## config.mk

```make
export PLATFORM = sky130hd
export DESIGN_NAME = serial_adder_ctrl
export DESIGN_NICKNAME = d
export VERILOG_FILES = /design/src/rtl/serial_adder_ctrl.sv
export SDC_FILE = /design/constraint.sdc
export NUM_CORES = 1
export LEC_CHECK = 0
export ABC_AREA = 1
export CAP_MARGIN = 20
export CORE_ASPECT_RATIO = 0.75
export CORE_MARGIN = 8
export CORE_UTILIZATION = 55
export DETAILED_ROUTE_END_ITERATION = 8
export PLACE_DENSITY = 0.85
export SLEW_MARGIN = 20
export SYNTH_ARGS = -nofsm -noshare
export SYNTH_HDL_FRONTEND = slang
export SYNTH_SLANG_ARGS = --single-unit
```

## constraint.sdc

```tcl
create_clock -name clk -period 3.1 [get_ports clk]
set_input_delay 0.62 -clock clk [delete_from_list [all_inputs] [get_ports clk]]
set_output_delay 0.62 -clock clk [all_outputs]
set_load 0.02 [all_outputs]
```

## src/rtl/serial_adder_ctrl.sv

```systemverilog
// -----------------------------------------------------------------------------
// serial_adder_ctrl
//   Bit-serial adder sequencer. Adds two WIDTH-bit operands plus a carry-in by
//   running one shared 1-bit full adder (module adder) over WIDTH clock cycles,
//   LSB first, with the carry held in a flip-flop between cycles.
//
//   Ports
//     clk    in   1      rising-edge clock
//     reset  in   1      asynchronous, active-high; returns to IDLE, clears all
//     start  in   1      request, sampled only in IDLE
//     a, b   in   WIDTH  operands, latched on accepted start
//     cin    in   1      carry-in, latched on accepted start
//     busy   out  1      high while the serial addition is running
//     done   out  1      one-cycle pulse, sum/cout valid
//     sum    out  WIDTH  result, held until the next done
//     cout   out  1      final carry, held until the next done
// -----------------------------------------------------------------------------

// 1-bit full adder shared by the sequencer
module adder (
    input  logic a,
    input  logic b,
    input  logic cin,
    output logic s,
    output logic cout
);
    assign s    = a ^ b ^ cin;
    assign cout = (a & b) | (a & cin) | (b & cin);
endmodule

module serial_adder_ctrl #(
    parameter int WIDTH = 8
) (
    input  logic             clk,
    input  logic             reset,
    input  logic             start,
    input  logic [WIDTH-1:0] a,
    input  logic [WIDTH-1:0] b,
    input  logic             cin,
    output logic             busy,
    output logic             done,
    output logic [WIDTH-1:0] sum,
    output logic             cout
);
    localparam int CNT_W = $clog2(WIDTH);
    localparam logic [CNT_W-1:0] CNT_LAST = CNT_W'(WIDTH - 1);

    localparam logic [1:0] ST_IDLE = 2'd0;
    localparam logic [1:0] ST_RUN  = 2'd1;
    localparam logic [1:0] ST_DONE = 2'd2;

    logic [1:0]       state_q, state_d;
    logic [WIDTH-1:0] sha_q, sha_d;
    logic [WIDTH-1:0] shb_q, shb_d;
    logic [WIDTH-1:0] acc_q, acc_d;
    logic             carry_q, carry_d;
    logic [CNT_W-1:0] cnt_q, cnt_d;
    logic [WIDTH-1:0] sum_q, sum_d;
    logic             cout_q, cout_d;
    logic             busy_q, busy_d;
    logic             done_q, done_d;

    logic             fa_s;
    logic             fa_cout;
    logic [WIDTH-1:0] acc_next;

    adder u_adder (
        .a    (sha_q[0]),
        .b    (shb_q[0]),
        .cin  (carry_q),
        .s    (fa_s),
        .cout (fa_cout)
    );

    // Newest sum bit enters at the MSB so after WIDTH shifts bit 0 is the LSB
    assign acc_next = {fa_s, acc_q[WIDTH-1:1]};

    // Next-state and datapath update for the IDLE/RUN/DONE sequence
    always_comb begin
        state_d = state_q;
        sha_d   = sha_q;
        shb_d   = shb_q;
        acc_d   = acc_q;
        carry_d = carry_q;
        cnt_d   = cnt_q;
        sum_d   = sum_q;
        cout_d  = cout_q;
        case (state_q)
            ST_IDLE: begin
                if (start) begin
                    sha_d   = a;
                    shb_d   = b;
                    carry_d = cin;
                    cnt_d   = {CNT_W{1'b0}};
                    state_d = ST_RUN;
                end else begin
                    state_d = ST_IDLE;
                end
            end
            ST_RUN: begin
                sha_d   = {1'b0, sha_q[WIDTH-1:1]};
                shb_d   = {1'b0, shb_q[WIDTH-1:1]};
                acc_d   = acc_next;
                carry_d = fa_cout;
                cnt_d   = cnt_q + CNT_W'(1);
                if (cnt_q == CNT_LAST) begin
                    sum_d   = acc_next;
                    cout_d  = fa_cout;
                    state_d = ST_DONE;
                end else begin
                    state_d = ST_RUN;
                end
            end
            ST_DONE: begin
                state_d = ST_IDLE;
            end
            default: begin
                state_d = ST_IDLE;
            end
        endcase
        // Status flags are registered copies of the upcoming state
        busy_d = (state_d == ST_RUN);
        done_d = (state_d == ST_DONE);
    end

    // State and datapath registers with asynchronous clear
    always_ff @(posedge clk or posedge reset) begin
        if (reset) begin
            state_q <= ST_IDLE;
            sha_q   <= {WIDTH{1'b0}};
            shb_q   <= {WIDTH{1'b0}};
            acc_q   <= {WIDTH{1'b0}};
            carry_q <= 1'b0;
            cnt_q   <= {CNT_W{1'b0}};
            sum_q   <= {WIDTH{1'b0}};
            cout_q  <= 1'b0;
            busy_q  <= 1'b0;
            done_q  <= 1'b0;
        end else begin
            state_q <= state_d;
            sha_q   <= sha_d;
            shb_q   <= shb_d;
            acc_q   <= acc_d;
            carry_q <= carry_d;
            cnt_q   <= cnt_d;
            sum_q   <= sum_d;
            cout_q  <= cout_d;
            busy_q  <= busy_d;
            done_q  <= done_d;
        end
    end

    assign busy = busy_q;
    assign done = done_q;
    assign sum  = sum_q;
    assign cout = cout_q;

endmodule

```

### Word-level counts from Yosys, hierarchy flattened

Index checks and enable logic that the tools add are counted.

| storage, ports and cells | value |
|---|---|
| flip-flop bits (word level) | 41 |
| output and inout port bits | 11 |
| logic and storage cells | 38 |
| input bits | 20 |

| operators by class | value |
|---|---|
| reductions and logical operators | 4 |
| mux-type cells | 11 |
| bitwise logic cells | 7 |
| equality and inequality tests | 5 |
| $add $sub $neg | 1 |

Operators with widths:

| operator | number |
|---|---|
| 8-bit one-hot mux with 2 select lines | 2 |
| 8-bit 2-to-1 mux | 2 |
| 3-bit one-hot mux with 2 select lines | 1 |
| 2-bit by 1-bit == test with 1-bit output, second input constant | 2 |
| 2-bit one-hot mux with 2 select lines | 1 |
| 2-bit AND reduction | 2 |
| 3-bit by 1-bit adder with 3-bit output, second input constant | 1 |
| 1-bit AND | 3 |
| 3-bit == test, second input constant | 1 |
| 3-bit 2-to-1 mux | 1 |
| 2-bit == test, second input constant | 1 |
| 2-bit zero test | 1 |
| 1-bit 2-to-1 mux | 2 |
| 2-bit 2-to-1 mux | 1 |
| 2-bit != test, second input constant | 1 |
| 1-bit OR | 2 |
| 1-bit one-hot mux with 2 select lines | 1 |
| 2-bit nonzero test | 1 |
| 1-bit XOR | 2 |

### Depth between registers and ports, before layout

Gate-level depths: netlist of the first run.

| logic depth | value |
|---|---|
| depth in word-level cells | 4 |
| gate-level depth with buffers | 8 |
| mapped depth without buffers | 6 |

### Modules after synthesis

Synthesis of the first run repeated with hierarchy kept, for this count alone.

| second synthesis, totals | value |
|---|---|
| cells, all modules | 211 |
| area total of the unflattened synthesis | 1796.7 µm² |

By module, submodules not included:

| module | area an instance (µm²) | seq. area each (µm²) | cells each | instances |
|---|---|---|---|---|
| serial_adder_ctrl | 1776.7 | 1001.0 | 210 | 1 |
| adder | 20.0 | 0.0 | 1 | 1 |

### Worst setup path before layout of the first run

No wires, ideal clock.

| timing path | value |
|---|---|
| path kind | input to register |
| start point | in start |
| end point | reg carry_q |
| data arrival time | 1.138 ns |
| data required time | 2.984 ns |
| cell stages on the path | 5 |
| buffers on the path | 1 |
| library setup time | 0.116 ns |
| path slack | 1.846 ns |
| cells stage by stage | o21ai_1 > inv_1 > buf_4 > nand2_1 > nand2_1 |

| on the way | value |
|---|---|
| longest elaborated chain between the ends | 2 |

RTL lines:

| what | RTL line | text |
|---|---|---|
| start: declaration | 36 | `input logic start,` |
| 2-bit != test (no line) | -- |  |
| 2-bit AND reduction (no line) | -- |  |
| end signal: assignment | 144 | `carry_q <= carry_d;` |
| end: declaration | 56 | `logic carry_q, carry_d;` |

No other way between the ends.
A chain may end at the register's enable or synchronous reset.

### Final worst setup path of the first run

| timing path | value |
|---|---|
| start point | reg sum_q[1] (netlist: sum[1]) |
| end point | out sum[1] |

RTL lines:

| what | RTL line | text |
|---|---|---|
| start: declaration | 58 | `logic [WIDTH-1:0] sum_q, sum_d;` |
| start signal: assignment | 135 | `sum_q <= {WIDTH{1'b0}};` |
| start signal: assignment | 146 | `sum_q <= sum_d;` |
| end: declaration | 42 | `output logic [WIDTH-1:0] sum,` |

No word-level cell between the ends.

==> impl_metrics.ini, run 1 <==
[synth]
synthXorXnorAreaFrac_pct = 0
synth-compound-area-share_pct = 5.01
ys_ff_latch = 40
synth.cell_area_mm2 = 0.00180
synth_mux_area_share_pct = 0
synthCells = 211
ys_seq_area_share_pct = 55.7
synth_fp_nets = 234
synth_fa_ha_area_share_pct = 2.51
synth.distinct_cells = 14
yosysWarnings = 0
synthSimpleGateAreaFrac_pct = 29.0
synth_top_family_by_area = simple AND/OR/NAND/NOR gates
avgSynthCellArea_um2 = 8.52

[clocking]
clockRootBuffer = clkbuf_8
clkSinkCount = 40
cts_resized = 0
postCtsHoldBufs = 0
h-tree-depth = 2
cts_setup_buffers = 0
tritoncts = built
clockBufferDepth = 2
clk_pin_slew_ns = 0.08
clock_latency_ns = 0.30
cts_buffers = 5

[cells_and_area]
nets = 262
fin_util_pct = 68.2
instances_no_fill = 280
nFillCells = 250
final_layout_size_suffix_gt1_share_pct = 5.00
syn_to_final_growth_pct = 21.3
mostFrequentLayoutCell = nand2_1
final_cell_mix = nand2_1, dfrtp_1, clkdlybuf4s50_1
multi_input_area_um2 = 657
regArea_mm2 = 0.00100
antenna_cells = 0

[hold_path]
hold-path-endpoint = sha_q[7]
holdPathStages = 2
hold_start = sha_q[7]
hp-class = flip-flop to flip-flop

[global_route]
first_global_vias = 1398
grt_pass1_wl_mm = 6.27
antenna_found_initial = 0
grt_start_max_net_pins = 41
grt_overflow = 0
grt_usage_pct = 15.3

[floorplan]
dieHeight_um = 65.5
row_count = 18
fp.dieArea_mm2 = 0.00537
core_mm2 = 0.00320
initial_utilization_pct = 56.2
die_x_um = 82.0
pin_count = 31

[sta]
slew_headroom_pct = 45.6
period_needed_ns = 1.92
rsz0062_at_grt = false
setup_slack_ns = 1.18
finalSetupTns_ns = 0
setup_violations = 0
fmax_ghz = 0.520
tightest_slew_ns = 0.816
hold_viol = 0
period_share_pct = 62.0
drv_slew = 0
fin_worst_skew_ns = 0.00846

[critical_path]
max_stage_delay_ns = 0.62
cp_slowest_cell = clkdlybuf4s50_1
r2r_end = sha_q[0]
required_ns = 2.48
crit_arrival_ns = 1.30
r2r_slack_ns = 1.29
reg2regPathDepth = 6
crit_buf_inv = 1
worstSetupEndpointType = output pin
start_kind = flip-flop
crit_family = buffers and inverters
critical_path_class = flip-flop to output pin
crit_fanout = 2
crit_chain = clkdlybuf4s50_1
regToRegStartpoint = state_q[1]

[power]
power_density_mw_per_mm2 = 982
ir_worst_vdd_v = 0.000681
power.switching_uw = 834
netSwitchingFraction_pct = 39.0
power_frac_comb_pct = 38.4
power.internal_uw = 1310
power_frac_seq_pct = 42.0
p_leak_uw = 0.00113
clkPwrFrac_pct = 19.6

[route]
drt-wirelength-per-cell_um = 13.4
dr.pass1.iters = 5
drc_errors = 0
vias = 1423
vias_per_cell = 5.08
first_iter_violations = 113
routed_wl_mm = 3.75
drt.antenna.violating_nets = 0

[place]
place_ws_ns = 1.22
portBuffers = 30
dpl.cell_count = 272
gp_congestion = 0.809
dp_hpwl_mm = 2.49

[job]
drv_cap = 0

[run_status]
status = finished, final reports clean
[cell usage after synthesis (all sizes together)]
cell type | instances | area (µm²)
buf | 11 | 93.8
dfrtp | 40 | 1000
fa | 1 | 20.0
ha | 2 | 25.0
inv | 12 | 45.0
nand2 | 106 | 405
nand3 | 20 | 113
nor2 | 1 | 3.75
o21ai | 18 | 90.1
[state kept, by name (all words and copies together), names as in the netlist, 2 cells and up]
register  count
sha_q         8
shb_q         8
sum           8
acc_q         7
cnt_q         3
state_q       2
[worst reg2reg max path: stages, from the launching register on]
cell and delay (ns):
dfrtp_1 0.39, inv_1 0.55, nand2_4 0.37, nand2_1 0.17, nand2_1 0.07, nand2_1 0.08, nand2_1 0.06
[worst max-delay path by stage]
stage	start	endpoint	slack, ns	cells past startpoint
3_5_place_dp	start	shb_q[6]	1.22	5
4_1_cts	sum[1]	sum[1]	1.17	1
2_1_floorplan	reset	acc_q[1]	1.56	1
5_1_grt	state_q[1]	sha_q[5]	1.15	5
3_3_place_gp	start	sha_q[5]	1.27	5
6_report	sum[1]	sum[1]	1.18	1
[power by group through the flow]
| stage | Combinational, µW | Sequential, µW | Clock [µW] |
|---|---|---|---|
| floorplan | 586 | 914 | 0 |
| global placement | 778 | 894 | 0 |
| detailed placement | 815 | 904 | 0 |
| CTS | 826 | 898 | 428 |
| global route | 931 | 929 | 450 |
| finish | 821 | 898 | 420 |
[stage by stage]
stage	area, µm²	hold WS [ns]	total power, µW
finish	2180	0.481	2140
global placement	2070	0.456	1670
detailed placement	2070	0.463	1720
floorplan	1800	0.442	1500
CTS	2180	0.482	2150
global route	2180	0.504	2310
[cell families after synthesis]
group	after synthesis
AOI/OAI and AO/OA	18
adders and majority gates	3
buffers and inverters	23
DFF	40
and+or+nand+nor	127
[final cells by class]
type | count | share of cell area (%)
well taps | 40 | 2.30
clock buffers | 5 | 3.16
multi-input cells | 148 | 30.1
inverters | 12 | 2.07
flip-flops and latches | 40 | 45.9
clock inverters | 3 | 1.95
repair buffers | 32 | 14.5
[per-layer routing]
metal / global-route usage (%) / up-vias / wire, µm
li1: - / 711 / -
met1: 18.3 / 674 / 1670
met2: 23.4 / 28 / 1850
met3: 5.59 / 10 / 139
met4: 8.30 / 0 / 97
met5: 0 / - / 0
No activity file was read; power rests on OpenSTA's default activity.
==> inputs of run 2 (changes only) <==
Settings changed: CORE_UTILIZATION 55 to 47, PLACE_DENSITY 0.85 to 0.77.
Clock period 3.1 ns to 1.7 ns, I/O delays scaled along.
==> impl_metrics.ini, run 2 (synthesis gave the netlist of run 1 again) <==
[cells_and_area]
nFillCells = 357
final_layout_size_suffix_gt1_share_pct = 5.76
nets = 265
syn_to_final_growth_pct = 23.1
mostFrequentLayoutCell = nand2_1
final_cell_mix = nand2_1, dfrtp_1, clkdlybuf4s50_1
antenna_cells = 0

[global_route]
grt_usage_pct = 12.8
antenna_found_initial = 0
grt_overflow = 0
grt_pass1_wl_mm = 6.31
grt_start_max_net_pins = 41
first_global_vias = 1401

[route]
drc_errors = 0
vias_per_cell = 4.71
routed_wl_mm = 3.58
drt-wirelength-per-cell_um = 12.1
vias = 1389
drt.antenna.violating_nets = 0
dr.pass1.iters = 4
first_iter_violations = 102

[clocking]
h-tree-depth = 2
cts_resized = 0
clockRootBuffer = clkbuf_8
clockBufferDepth = 2
cts_buffers = 5
cts_setup_buffers = 0
clk_pin_slew_ns = 0.08
clkSinkCount = 40
tritoncts = built
clock_latency_ns = 0.29
postCtsHoldBufs = 0

[critical_path]
crit_family = buffers and inverters
max_stage_delay_ns = 0.61
cp_slowest_cell = clkdlybuf4s50_1
critical_path_class = flip-flop to output pin
crit_fanout = 2
worstSetupEndpointType = output pin
crit_buf_inv = 1
required_ns = 1.36
crit_arrival_ns = 1.26
start_kind = flip-flop
crit_chain = clkdlybuf4s50_1

[power]
power_frac_comb_pct = 40.5
power.switching_uw = 1460
power_frac_seq_pct = 42.4
power.internal_uw = 2300
netSwitchingFraction_pct = 38.8
finalPower_uw = 3760
power_density_mw_per_mm2 = 1700
clkPwrFrac_pct = 17.2
ir_worst_vdd_v = 0.000887
p_leak_uw = 0.00114

[floorplan]
core_mm2 = 0.00366
initial_utilization_pct = 49.1
pin_count = 31
fp.dieArea_mm2 = 0.00608
dieHeight_um = 69.5
row_count = 19
die_x_um = 87.4

[sta]
slew_headroom_pct = 69.9
fmax_ghz = 0.624
rsz0062_at_grt = false
drv_slew = 0
tightest_slew_ns = 0.452
setup_violations = 0
period_share_pct = 94.3
hold_viol = 0
period_needed_ns = 1.60
finalSetupTns_ns = 0
fin_worst_skew_ns = 0.0107

[place]
dp_hpwl_mm = 2.53
gp_congestion = 0.732
portBuffers = 30

[run_status]
status = finished, final reports clean

[hold_path]
hp-class = input pin to asynchronous set/reset pin

[job]
drv_cap = 0
[run 2: power groups by stage]
| stage | Clock, µW | Combinational (µW) | Sequential, µW |
|---|---|---|---|
| after floorplan | 0 | 1070 | 1670 |
| after global placement | 0 | 1490 | 1600 |
| after detailed placement | 0 | 1540 | 1610 |
| after CTS | 661 | 1550 | 1590 |
| after global routing | 704 | 1740 | 1640 |
| final | 645 | 1520 | 1590 |
[run 2: layout make-up]
cell class                 instances  area (µm²)  area share [%]
tap                               52        65.1            2.94
clock inverter                     1        7.51           0.339
multi-input combinational        148         657            29.7
sequential                        40        1000            45.2
clock buffer                       7        86.3            3.90
timing repair buffer              35         350            15.8
inverter                          12        45.0            2.04
[run 2: worst paths after layout]
| kind | from | to | slack, ns | cells past startpoint |
|---|---|---|---|---|
| min in group clk | acc_q[1] | sum[0] | 0.48 | 2 |
| hold / removal | reset | sha_q[6] | 0.41 | 3 |
| max in group asynchronous | reset | cnt_q[1] | 1.09 | 3 |
| hold reg to reg | acc_q[1] | sum[0] | 0.48 | 2 |
| setup / recovery | sum[1] | sum[1] | 0.1 | 1 |
| setup reg to reg | state_q[1] | sha_q[0] | 0.30 | 5 |
[run 2: stage by stage]
step | cell area [µm²] | setup slack (ns) | std cells | hold WS (ns) | util (%)
2_1_floorplan | 1800 | 0.442 | 211 | 0.442 | -
3_3_place_gp | 2120 | 0.160 | 287 | 0.453 | 57.9
3_5_place_dp | 2120 | 0.112 | 287 | 0.465 | 57.9
4_1_cts | 2210 | 0.0860 | 295 | 0.417 | 60.4
5_1_grt | 2210 | 0.0455 | 295 | 0.435 | 60.4
6_report | 2210 | 0.0970 | 295 | 0.409 | 60.4
[run 2: layer usage]
layer / vias up / global-route usage (%) / routed length [µm]
li1: 716 / - / -
met1: 646 / 17.5 / 1720
met2: 23 / 18.5 / 1680
met3: 4 / 3.20 / 139
met4: 0 / 5.51 / 44
met5: - / 0 / 0
